===== src/rtl/fpu_pkg.sv =====
// Shared FPU types: bf16 field layout, flag bundle, add/sub state encoding.
// Latency: n/a (declarations only).
// Backpressure: n/a.
package fpu_pkg;

  localparam int BF16_EXP_W = 8;
  localparam int BF16_MAN_W = 7;
  localparam int BF16_BIAS  = 127;

  localparam logic [15:0] BF16_QNAN = 16'h7FC0;
  localparam logic [15:0] BF16_PINF = 16'h7F80;
  localparam logic [15:0] BF16_NINF = 16'hFF80;

  typedef struct packed {
    logic                  sign;
    logic [BF16_EXP_W-1:0] exp;
    logic [BF16_MAN_W-1:0] man;
  } bf16_t;

  typedef struct packed {
    logic nv;
    logic of;
    logic uf;
    logic nx;
  } fpu_flags_t;

  typedef enum logic [2:0] {
    ST_IDLE,
    ST_ALIGN,
    ST_ADD,
    ST_NORM,
    ST_ROUND,
    ST_DONE
  } addsub_state_e;

endpackage


===== src/rtl/bf16_round_rne.sv =====
// Round-to-nearest-even of a normalised 11-bit significand {1,frac[6:0],G,R,S}, with range checks.
// Latency: combinational.
// Backpressure: none; pure function of its inputs.
module bf16_round_rne
  import fpu_pkg::*;
(
  input  logic              i_sign,
  input  logic signed [9:0] i_exp,
  input  logic [10:0]       i_sig,
  output bf16_t             o_res,
  output logic              o_of,
  output logic              o_uf,
  output logic              o_nx
);

  logic              w_round_up;
  logic [8:0]        w_mant9;
  logic signed [9:0] w_exp_adj;
  logic [6:0]        w_frac;
  logic              w_inexact;

  // Rounding increment, carry renormalisation, then overflow/underflow/zero selection.
  always_comb begin
    w_round_up = i_sig[2] & (i_sig[1] | i_sig[0] | i_sig[3]);
    w_mant9    = {1'b0, i_sig[10:3]} + {8'b0, w_round_up};
    w_exp_adj  = w_mant9[8] ? (i_exp + 10'sd1) : i_exp;
    w_frac     = w_mant9[8] ? w_mant9[7:1] : w_mant9[6:0];
    w_inexact  = |i_sig[2:0];
    o_res      = '0;
    o_of       = 1'b0;
    o_uf       = 1'b0;
    o_nx       = 1'b0;
    if (i_sig == 11'd0) begin
      o_res = {i_sign, 15'h0000};
    end else if (w_exp_adj >= 10'sd255) begin
      o_res = {i_sign, BF16_PINF[14:0]};
      o_of  = 1'b1;
      o_nx  = 1'b1;
    end else if (w_exp_adj <= 10'sd0) begin
      o_res = {i_sign, 15'h0000};
      o_uf  = 1'b1;
      o_nx  = 1'b1;
    end else begin
      o_res = {i_sign, w_exp_adj[7:0], w_frac};
      o_nx  = w_inexact;
    end
  end

endmodule


===== src/rtl/bf16_addsub.sv =====
// Multi-cycle bf16 add/subtract, one operation in flight, denormals flushed to zero.
// Latency: 4+k cycles accept-to-valid_o (k = normalise left shifts), 1 cycle for NaN/Inf bypass.
// Backpressure: ready_o only in IDLE; result held in DONE until ready_i.
module bf16_addsub
  import fpu_pkg::*;
#(
  parameter int EXP_W = 8,
  parameter int MAN_W = 7
) (
  input  logic                   clk_i,
  input  logic                   rst_i,
  input  logic                   valid_i,
  output logic                   ready_o,
  input  logic                   op_i,
  input  logic [EXP_W+MAN_W:0]   a_i,
  input  logic [EXP_W+MAN_W:0]   b_i,
  output logic                   valid_o,
  input  logic                   ready_i,
  output logic [EXP_W+MAN_W:0]   result_o,
  output logic [3:0]             flags_o
);

  addsub_state_e     r_state, w_next;
  bf16_t             r_a, r_b, r_result;
  fpu_flags_t        r_flags;
  logic              r_op, r_sign, r_eff_sub, r_both_zero;
  logic signed [9:0] r_exp;
  logic [10:0]       r_big, r_small;
  logic [11:0]       r_sum;

  logic        w_b_sign, w_a_zero, w_b_zero, w_a_nan, w_b_nan, w_a_inf, w_b_inf;
  logic        w_special, w_spec_nv, w_swap, w_big_sign;
  logic [15:0] w_spec_res;
  logic [14:0] w_a_mag, w_b_mag;
  logic [7:0]  w_big_exp, w_sml_exp, w_diff;
  logic [10:0] w_big_sig, w_sml_sig, w_aligned;
  logic [11:0] w_sum;
  bf16_t       w_rnd_res;
  logic        w_rnd_of, w_rnd_uf, w_rnd_nx;

  // Unpack, classify specials, order by magnitude and align the smaller operand.
  always_comb begin
    w_b_sign  = r_b.sign ^ r_op;
    w_a_zero  = (r_a.exp == 8'd0);
    w_b_zero  = (r_b.exp == 8'd0);
    w_a_nan   = (&r_a.exp) & (|r_a.man);
    w_b_nan   = (&r_b.exp) & (|r_b.man);
    w_a_inf   = (&r_a.exp) & ~(|r_a.man);
    w_b_inf   = (&r_b.exp) & ~(|r_b.man);
    w_special = w_a_nan | w_b_nan | w_a_inf | w_b_inf;
    w_spec_nv = 1'b0;
    if (w_a_nan || w_b_nan) begin
      w_spec_res = BF16_QNAN;
    end else if (w_a_inf && w_b_inf) begin
      w_spec_nv  = (r_a.sign != w_b_sign);
      w_spec_res = w_spec_nv ? BF16_QNAN : (r_a.sign ? BF16_NINF : BF16_PINF);
    end else if (w_a_inf) begin
      w_spec_res = r_a.sign ? BF16_NINF : BF16_PINF;
    end else begin
      w_spec_res = w_b_sign ? BF16_NINF : BF16_PINF;
    end
    w_a_mag    = w_a_zero ? 15'd0 : {r_a.exp, r_a.man};
    w_b_mag    = w_b_zero ? 15'd0 : {r_b.exp, r_b.man};
    w_swap     = (w_b_mag > w_a_mag);
    w_big_sign = w_swap ? w_b_sign : r_a.sign;
    w_big_exp  = w_swap ? r_b.exp : r_a.exp;
    w_sml_exp  = w_swap ? r_a.exp : r_b.exp;
    w_big_sig  = w_swap ? (w_b_zero ? 11'd0 : {1'b1, r_b.man, 3'b000})
                        : (w_a_zero ? 11'd0 : {1'b1, r_a.man, 3'b000});
    w_sml_sig  = w_swap ? (w_a_zero ? 11'd0 : {1'b1, r_a.man, 3'b000})
                        : (w_b_zero ? 11'd0 : {1'b1, r_b.man, 3'b000});
    w_diff     = w_big_exp - w_sml_exp;
    if (w_diff >= 8'd11) begin
      w_aligned = {10'd0, |w_sml_sig};
    end else begin
      w_aligned = (w_sml_sig >> w_diff) | {10'd0, |(w_sml_sig & ~(11'h7FF << w_diff))};
    end
    w_sum = r_eff_sub ? ({1'b0, r_big} - {1'b0, r_small}) : ({1'b0, r_big} + {1'b0, r_small});
  end

  bf16_round_rne u_round (
    .i_sign (r_sign),
    .i_exp  (r_exp),
    .i_sig  (r_sum[10:0]),
    .o_res  (w_rnd_res),
    .o_of   (w_rnd_of),
    .o_uf   (w_rnd_uf),
    .o_nx   (w_rnd_nx)
  );

  // State register.
  always_ff @(posedge clk_i) begin
    if (rst_i) r_state <= ST_IDLE;
    else       r_state <= w_next;
  end

  // Next-state: specials short-circuit ALIGN straight to DONE; NORM loops once per left shift.
  always_comb begin
    w_next = r_state;
    case (r_state)
      ST_IDLE:  if (valid_i) w_next = ST_ALIGN;
      ST_ALIGN: w_next = w_special ? ST_DONE : ST_ADD;
      ST_ADD:   w_next = ST_NORM;
      ST_NORM:  if (r_sum[11] || r_sum[10] || (r_sum == 12'd0)) w_next = ST_ROUND;
      ST_ROUND: w_next = ST_DONE;
      ST_DONE:  if (ready_i) w_next = ST_IDLE;
      default:  w_next = ST_IDLE;
    endcase
  end

  // Outputs: handshake from state, result/flags straight from their registers.
  always_comb begin
    ready_o  = (r_state == ST_IDLE);
    valid_o  = (r_state == ST_DONE);
    result_o = r_result;
    flags_o  = r_flags;
  end

  // Datapath registers advanced per state; result and flags cleared when the consumer takes them.
  always_ff @(posedge clk_i) begin
    if (rst_i) begin
      r_a         <= '0;
      r_b         <= '0;
      r_op        <= 1'b0;
      r_sign      <= 1'b0;
      r_eff_sub   <= 1'b0;
      r_both_zero <= 1'b0;
      r_exp       <= '0;
      r_big       <= '0;
      r_small     <= '0;
      r_sum       <= '0;
      r_result    <= '0;
      r_flags     <= '0;
    end else begin
      case (r_state)
        ST_IDLE: begin
          if (valid_i) begin
            r_a  <= a_i;
            r_b  <= b_i;
            r_op <= op_i;
          end
        end
        ST_ALIGN: begin
          if (w_special) begin
            r_result <= w_spec_res;
            r_flags  <= '{nv: w_spec_nv, of: 1'b0, uf: 1'b0, nx: 1'b0};
          end else begin
            r_big       <= w_big_sig;
            r_small     <= w_aligned;
            r_exp       <= {2'b00, w_big_exp};
            r_eff_sub   <= r_a.sign ^ w_b_sign;
            r_both_zero <= w_a_zero & w_b_zero;
            r_sign      <= (w_a_zero & w_b_zero) ? (r_a.sign & w_b_sign) : w_big_sign;
          end
        end
        ST_ADD: begin
          r_sum <= w_sum;
          if ((w_sum == 12'd0) && !r_both_zero) r_sign <= 1'b0;
        end
        ST_NORM: begin
          if (r_sum[11]) begin
            r_sum <= {1'b0, r_sum[11:2], r_sum[1] | r_sum[0]};
            r_exp <= r_exp + 10'sd1;
          end else if (!r_sum[10] && (r_sum != 12'd0)) begin
            r_sum <= r_sum << 1;
            r_exp <= r_exp - 10'sd1;
          end
        end
        ST_ROUND: begin
          r_result <= w_rnd_res;
          r_flags  <= '{nv: 1'b0, of: w_rnd_of, uf: w_rnd_uf, nx: w_rnd_nx};
        end
        ST_DONE: begin
          if (ready_i) begin
            r_result <= '0;
            r_flags  <= '0;
          end
        end
        default: ;
      endcase
    end
  end

endmodule


===== config.mk =====
export PLATFORM = sky130hd
export DESIGN_NAME = bf16_addsub
export DESIGN_NICKNAME = d
export VERILOG_FILES = /design/src/rtl/fpu_pkg.sv /design/src/rtl/bf16_round_rne.sv /design/src/rtl/bf16_addsub.sv
export SDC_FILE = /design/constraint.sdc
export NUM_CORES = 1
export LEC_CHECK = 0
export BUFFER_PORTS_ARGS = -buffer_cell sky130_fd_sc_hd__buf_4
export CORE_MARGIN = 2
export CORE_UTILIZATION = 45
export CTS_BUF_LIST = sky130_fd_sc_hd__clkbuf_4 sky130_fd_sc_hd__clkbuf_8 sky130_fd_sc_hd__clkbuf_16
export DETAILED_ROUTE_END_ITERATION = 7
export MAX_ROUTING_LAYER = met4
export PLACE_DENSITY = 0.6
export SYNTH_ARGS = -nofsm -noshare
export SYNTH_HDL_FRONTEND = slang
export SYNTH_SLANG_ARGS = --single-unit

===== constraint.sdc =====
create_clock -name clk_i -period 8.3 [get_ports clk_i]
set_input_delay 0.83 -clock clk_i [delete_from_list [all_inputs] [get_ports clk_i]]
set_output_delay 0.83 -clock clk_i [all_outputs]
set_load 0.03 [all_outputs]

Word-level counts from Yosys, hierarchy flattened
Cells that the tools add are included.
{"block": "classes", "bitwise": 20, "n_shift": 2, "eq_ne": 13, "n_mux": 54, "add_sub_neg": 6, "reduce_logical": 33, "magnitude_cmp": 4}
{"operator": "16-bit 2-to-1 mux", "count": 8}
{"operator": "15-bit 2-to-1 mux", "count": 5}
{"operator": "11-bit 2-to-1 mux", "count": 5}
{"operator": "16-bit one-hot mux with 3 select lines", "count": 1}
{"operator": "10-bit 2-to-1 mux", "count": 4}
{"operator": "12-bit 2-to-1 mux", "count": 3}
{"operator": "12-bit zero test", "count": 2}
{"operator": "12-bit one-hot mux with 2 select lines", "count": 1}
{"operator": "11-bit OR reduction", "count": 2}
{"operator": "10-bit one-hot mux with 2 select lines", "count": 1}
{"operator": "3-bit one-hot mux with 6 select lines", "count": 1}
{"operator": "8-bit zero test", "count": 2}
{"operator": "8-bit 2-to-1 mux", "count": 2}
{"operator": "8-bit AND reduction", "count": 2}
{"operator": "15-bit > comparator", "count": 1}
{"operator": "1-bit 2-to-1 mux", "count": 14}
{"operator": "7-bit OR reduction", "count": 2}
{"operator": "11-bit by 11-bit adder with 12-bit output", "count": 1}
{"operator": "3-bit 2-to-1 mux", "count": 4}
{"operator": "4-bit one-hot mux with 3 select lines", "count": 1}
{"operator": "3-bit AND reduction", "count": 4}
{"operator": "12-bit nonzero test", "count": 1}
{"operator": "11-bit by 11-bit subtractor with 12-bit output", "count": 1}
{"operator": "11-bit AND", "count": 1}
{"operator": "34 further kinds", "count": 63}
{"block": "word_totals", "register_bits": 103, "output_inout_bits": 22}

Logic depth before layout (Yosys ltp)
{"block": "depth", "depth_word": 11, "ltp_mapped": 20, "ltp_nobuf": 18}

Cells and area by module
Synthesis repeated with hierarchy kept, for this count alone.
{"block": "unflattened", "hier_cells": 1062, "hier_area_um2": 7703.6}
{"mod": "bf16_addsub", "seq_area_each_um2": 2001.9, "cells_each": 946, "area_per_inst_um2": 6920.4, "instances": 1}
{"mod": "bf16_round_rne", "seq_area_each_um2": 0.0, "cells_each": 116, "area_per_inst_um2": 783.3, "instances": 1}

Worst setup path before layout
OpenSTA, ideal clock, no wires.
{"block": "synth_path", "path_kind": "register to register", "start": "reg r_a[10] in the netlist's numbering", "end": "reg r_small[2]", "arrival_time_ps": 4441, "stages_incl_launch_ff": 20, "slack_ps": 3788, "setup_ps": 70, "cell_sequence": "dfxtp_1 > or4_1 > or2_1 > clkbuf_1 > nand2_1 > ha_1 > and4_4 > a21boi_4 > o31ai_2 > a21oi_2 > mux2i_1 > ha_1 > or2_2 > a211oi_2 > xnor2_2 > buf_2 > mux4_2 > mux2i_1 > nand3_1 > a21oi_1"}
{"block": "synth_via", "elab_chain_cells": 8, "elab_cells_between_ends": 20, "cone_classes": "add/sub (1); order compare (2); shift (1); mux (6); bitwise (7); reduce/logical (3)"}
{"item": "start, declared", "line_no": "bf16_addsub.sv:24", "source": "bf16_t r_a, r_b, r_result;"}
{"item": "start signal, assigned", "line_no": "bf16_addsub.sv:138", "source": "r_a <= a_i;"}
{"item": "8-bit zero test", "line_no": "bf16_addsub.sv:44", "source": "w_a_zero = (r_a.exp == 8'd0);"}
{"item": "15-bit 2-to-1 mux", "line_no": "bf16_addsub.sv:62", "source": "w_a_mag = w_a_zero ? 15'd0 : {r_a.exp, r_a.man};"}
{"item": "15-bit > comparator", "line_no": "bf16_addsub.sv:64", "source": "w_swap = (w_b_mag > w_a_mag);"}
{"item": "8-bit 2-to-1 mux, on equally long branches", "line_no": "bf16_addsub.sv:66, bf16_addsub.sv:67"}
{"item": "8-bit subtractor", "line_no": "bf16_addsub.sv:72", "source": "w_diff = w_big_exp - w_sml_exp;"}
{"item": "11-bit by 8-bit right shift with 11-bit output", "line_no": "bf16_addsub.sv:76", "source": "w_aligned = (w_sml_sig >> w_diff) | {10'd0, |(w_sml_sig & ~(11'h7FF << w_diff))};"}
{"item": "11-bit by 1-bit OR with 11-bit output", "line_no": "bf16_addsub.sv:76"}
{"item": "11-bit 2-to-1 mux", "line_no": "bf16_addsub.sv:73", "source": "if (w_diff >= 8'd11) begin"}
{"item": "end signal, assigned", "line_no": "bf16_addsub.sv:149", "source": "r_small <= w_aligned;"}
{"item": "end, declared", "line_no": "bf16_addsub.sv:28", "source": "logic [10:0] r_big, r_small;"}
Parallel ways exist; a longest one is shown, timed or not.
A chain may end at the register's enable or synchronous reset.

Worst setup path in the final report
{"block": "layout_path", "start": "reg r_b[11] in the netlist's numbering", "end": "reg r_small[0]"}
{"block": "layout_via", "elab_chain_cells": 11, "elab_cells_between_ends": 25, "cone_classes": "add/sub (1); order compare (2); shift (2); mux (6); bitwise (9); reduce/logical (5)"}
{"item": "start, declared", "line_no": "bf16_addsub.sv:24"}
{"item": "start signal, assigned", "line_no": "bf16_addsub.sv:139", "source": "r_b <= b_i;"}
{"item": "8-bit zero test", "line_no": "bf16_addsub.sv:45", "source": "w_b_zero = (r_b.exp == 8'd0);"}
{"item": "15-bit 2-to-1 mux", "line_no": "bf16_addsub.sv:63", "source": "w_b_mag = w_b_zero ? 15'd0 : {r_b.exp, r_b.man};"}
{"item": "15-bit > comparator", "line_no": "bf16_addsub.sv:64"}
{"item": "8-bit 2-to-1 mux, on equally long branches", "line_no": "bf16_addsub.sv:66, bf16_addsub.sv:67"}
{"item": "8-bit subtractor", "line_no": "bf16_addsub.sv:72"}
{"item": "11-bit by 8-bit << shifter with 11-bit output", "line_no": "bf16_addsub.sv:76"}
{"item": "11-bit NOT", "line_no": "bf16_addsub.sv:76"}
{"item": "11-bit AND", "line_no": "bf16_addsub.sv:76"}
{"item": "11-bit OR reduction", "line_no": "bf16_addsub.sv:76"}
{"item": "11-bit by 1-bit OR with 11-bit output", "line_no": "bf16_addsub.sv:76"}
{"item": "11-bit 2-to-1 mux", "line_no": "bf16_addsub.sv:73"}
Parallel ways exist; a longest one is shown, timed or not.

==> run metrics <==
number of cell rows=47; Fillers=1708; post_cts resized=0; post-synthesis sequential area ratio=between 20% and 30%; Flop pwr share=20.0%; GRT Overall Usage=between 20% and 30%; Worst Hold Class=reg2reg; Mapped Nets=around 1100; Final period util=65.2%; Post-synth top flop=dfxtp_1; synth cell count leaders=nand2_1, a21oi_1, nor2_1, dfxtp_1, clkbuf_1; Slew HR=around a third; peak supply drop=around 0.25 mV; total number of vias=roughly 7500; dpl ws=2.98 ns; routability cong.=0.946; Data arrival, critical path=between 5 and 6 ns; DP HPWL=15900 microns; Core Region=between 15000 and 20000 sq um; switching pwr=approximately 0.0021 W; Gate power share=approximately two thirds; Mapped Area=around 7600 sq um; Worst path max stage delay=~0.78 ns; Avg Inst Size Synth=7.06 sq um; Layout area overhead=10.3%; slowest CP cell=o21ai_4; Starting Density=45.9%; nets=between 1000 and 1500; Port Buffers=58; endpoints failing setup=0; hold_buf cts=0; largest buffer count on any clock path=2; DIE WIDTH=~130 microns; final WL=21400 microns; Routed WL per cell=between 15 and 20 microns; ys async rst share=0%; Leak=between 3 and 4 nW; CP cell instances=nor4_1, nand2_1, and2_1, ha_1, and4_4, a21boi_4, o31a_1, o21ai_4, a211oi_1, a2111o_1, a311oi_1, o21a_1, a21oi_1, a2111oi_2; family with the most delay on the worst path=compound AO/OA/AOI/OAI gates; highest clock rate=185 MHz; CTS tree=built; IO Pins=59; required time worst endpoint=around 8.6 ns; first-pass GRT wire length=35200 microns; cells after synthesis=1075; FF+latch count, synth=100; initial antenna violation count=0; number of global-route vias before repair=6868; endpoints failing hold=0; Die H=134 microns; Root Buffer=clkbuf_16; Worst Tran Pin Value=about 1 ns; status=complete, no violations; number of post-CTS setup repair buffers=0; die area=17900 sq um; critical path type=reg2reg; antenna-violating nets left=0; CTS sink count=100; Antenna diodes=0; first drt pass iteration count=5; Yosys top cell area share=26.4%; vias per cell=about 5.8; EDFF count, synth=0; setup TNS=0 ns; clock share of power=11.9%; layout cells sized above 1=10.5%; final slew viol count=0; Yosys top cell by area=dfxtp_1; Overflow after GRT=0; total CTS buffers=9; cell with the most instances after synthesis=nand2_1; H-tree Lvls=3; Post-route DRC=0; max-cap viol count=0; final worst slack=between 2 and 3 ns; Worst-Skew Late Latency=between 0.3 and 0.4 ns; clock skew=roughly 0.011 ns; Worst Path Max Fanout=35; library cells used by synthesis=75; Int Power=about 0.0019 W; Critical path buffers and inverters=0; Worst setup EP type=register; clk slew on worst S/H paths=0.08 ns; fin crit period=5.41 ns; Initial DRC Count=436; synth warn=0; RSZ-0062 raised after global routing=no; CP Launch Type=register; Cell Pwr Density=roughly 480 nW/um^2; switching part of the total=a little over half; Synth area leaders=dfxtp_1, nand2_1, a21oi_1; largest net degree at the start of global routing=71
[metrics by stage]
stage	util, %	power (W)	hold WS (ns)	instances	cell area [sq um]
2_1_floorplan	-	0.00292	0.436	1075	7590
3_3_place_gp	48.7	0.00350	0.446	1279	8040
3_5_place_dp	48.7	0.00350	0.450	1279	8040
4_1_cts	50.7	0.00399	0.460	1295	8370
5_1_grt	50.7	0.00434	0.493	1295	8370
6_report	50.7	0.00399	0.453	1295	8370
[logic make-up (layout without fill, tap and decap cells)]
logic type | after synthesis | count (layout) | share of synthesized area (%)
multiplexers | 27 | 27 | 3.78
buffers and inverters | 108 | 108 | 5.54
AND/OR/NAND/NOR | 474 | 474 | 29.7
adder cells (fa/ha/maj) | 30 | 30 | 4.95
AO/OA/AOI/OAI | 297 | 297 | 25.1
XOR/XNOR | 39 | 39 | 4.60
flip-flops | 100 | 100 | 26.4
[worst min-delay path: stages, from the launching register on]
cell and delay [ns]:
dfxtp_1 0.31, nand2_1 0.05, a21oi_1 0.05
[routing by layer]
metal  up-vias  routed length [microns]  GRT usage (%)
li1       3826                        -              -
met1      3441                    10300           32.2
met5         -                        0              -
met3        33                      798           3.33
met4         0                      423           7.86
met2       166                     9880           40.3
[sequential cells by signal (all words and copies together), names as in the netlist]
register and count:
r_exp 10, r_state 3, r_eff_sub 1, r_both_zero 1
r_small 11, r_sign 1, r_a 16, r_sum 12
flags_o 4, result_o 16, r_op 1, r_big 8
r_b 16
[worst paths after layout]
kind / from / endpoint / slack (ns) / depth (start not counted)
worst max-delay path: r_b[11] / r_small[0] / 2.89 / 14
worst min-delay path: result_o[2] / result_o[2] / 0.45 / 2
worst max register to register: r_b[11] / r_small[0] / 2.89 / 14
worst min register to register: result_o[2] / result_o[2] / 0.45 / 2
[power groups by stage]
stage | Clock (W) | Combinational (W) | Sequential [W]
after CTS | 0.000488 | 0.00270 | 0.000796
after floorplan | 0 | 0.00218 | 0.000737
after global placement | 0 | 0.00269 | 0.000806
after detailed placement | 0 | 0.00269 | 0.000807
final | 0.000476 | 0.00271 | 0.000800
after global routing | 0.000506 | 0.00301 | 0.000826
[area by class of cell]
type	count	area [sq um]	share of cell area (%)
Timing Repair Buffer	65	488	5.83
Sequential cell	100	2000	23.9
Multi-Input combinational cell	867	5170	61.8
Inverter	27	101	1.21
Clock buffer	9	225	2.69
Tap cell	220	275	3.29
Clock inverter	7	106	1.27
[layout by cell type (no fill, tap or decap), types with 5 or more instances in the layout]
cell,count
nor3b_1,9
xnor2_1,25
nor3_1,39
nand3_1,21
nor2_1,108
and3_1,8
xor2_1,13
and2_1,21
nand2b_1,12
clkbuf_16,9
a311oi_1,5
a211oi_1,31
a21oi_1,118
or3_1,5
nor4_1,10
nor2b_1,15
ha_1,30
buf_4,65
or2_2,6
nand4_1,8
nand2_1,186
mux2i_1,23
a21o_1,5
dfxtp_1,100
o211ai_1,12
o21ai_0,48
inv_1,27
a31oi_1,19
and4_1,6
a32oi_1,12
Power figures use the tool's default switching activity.
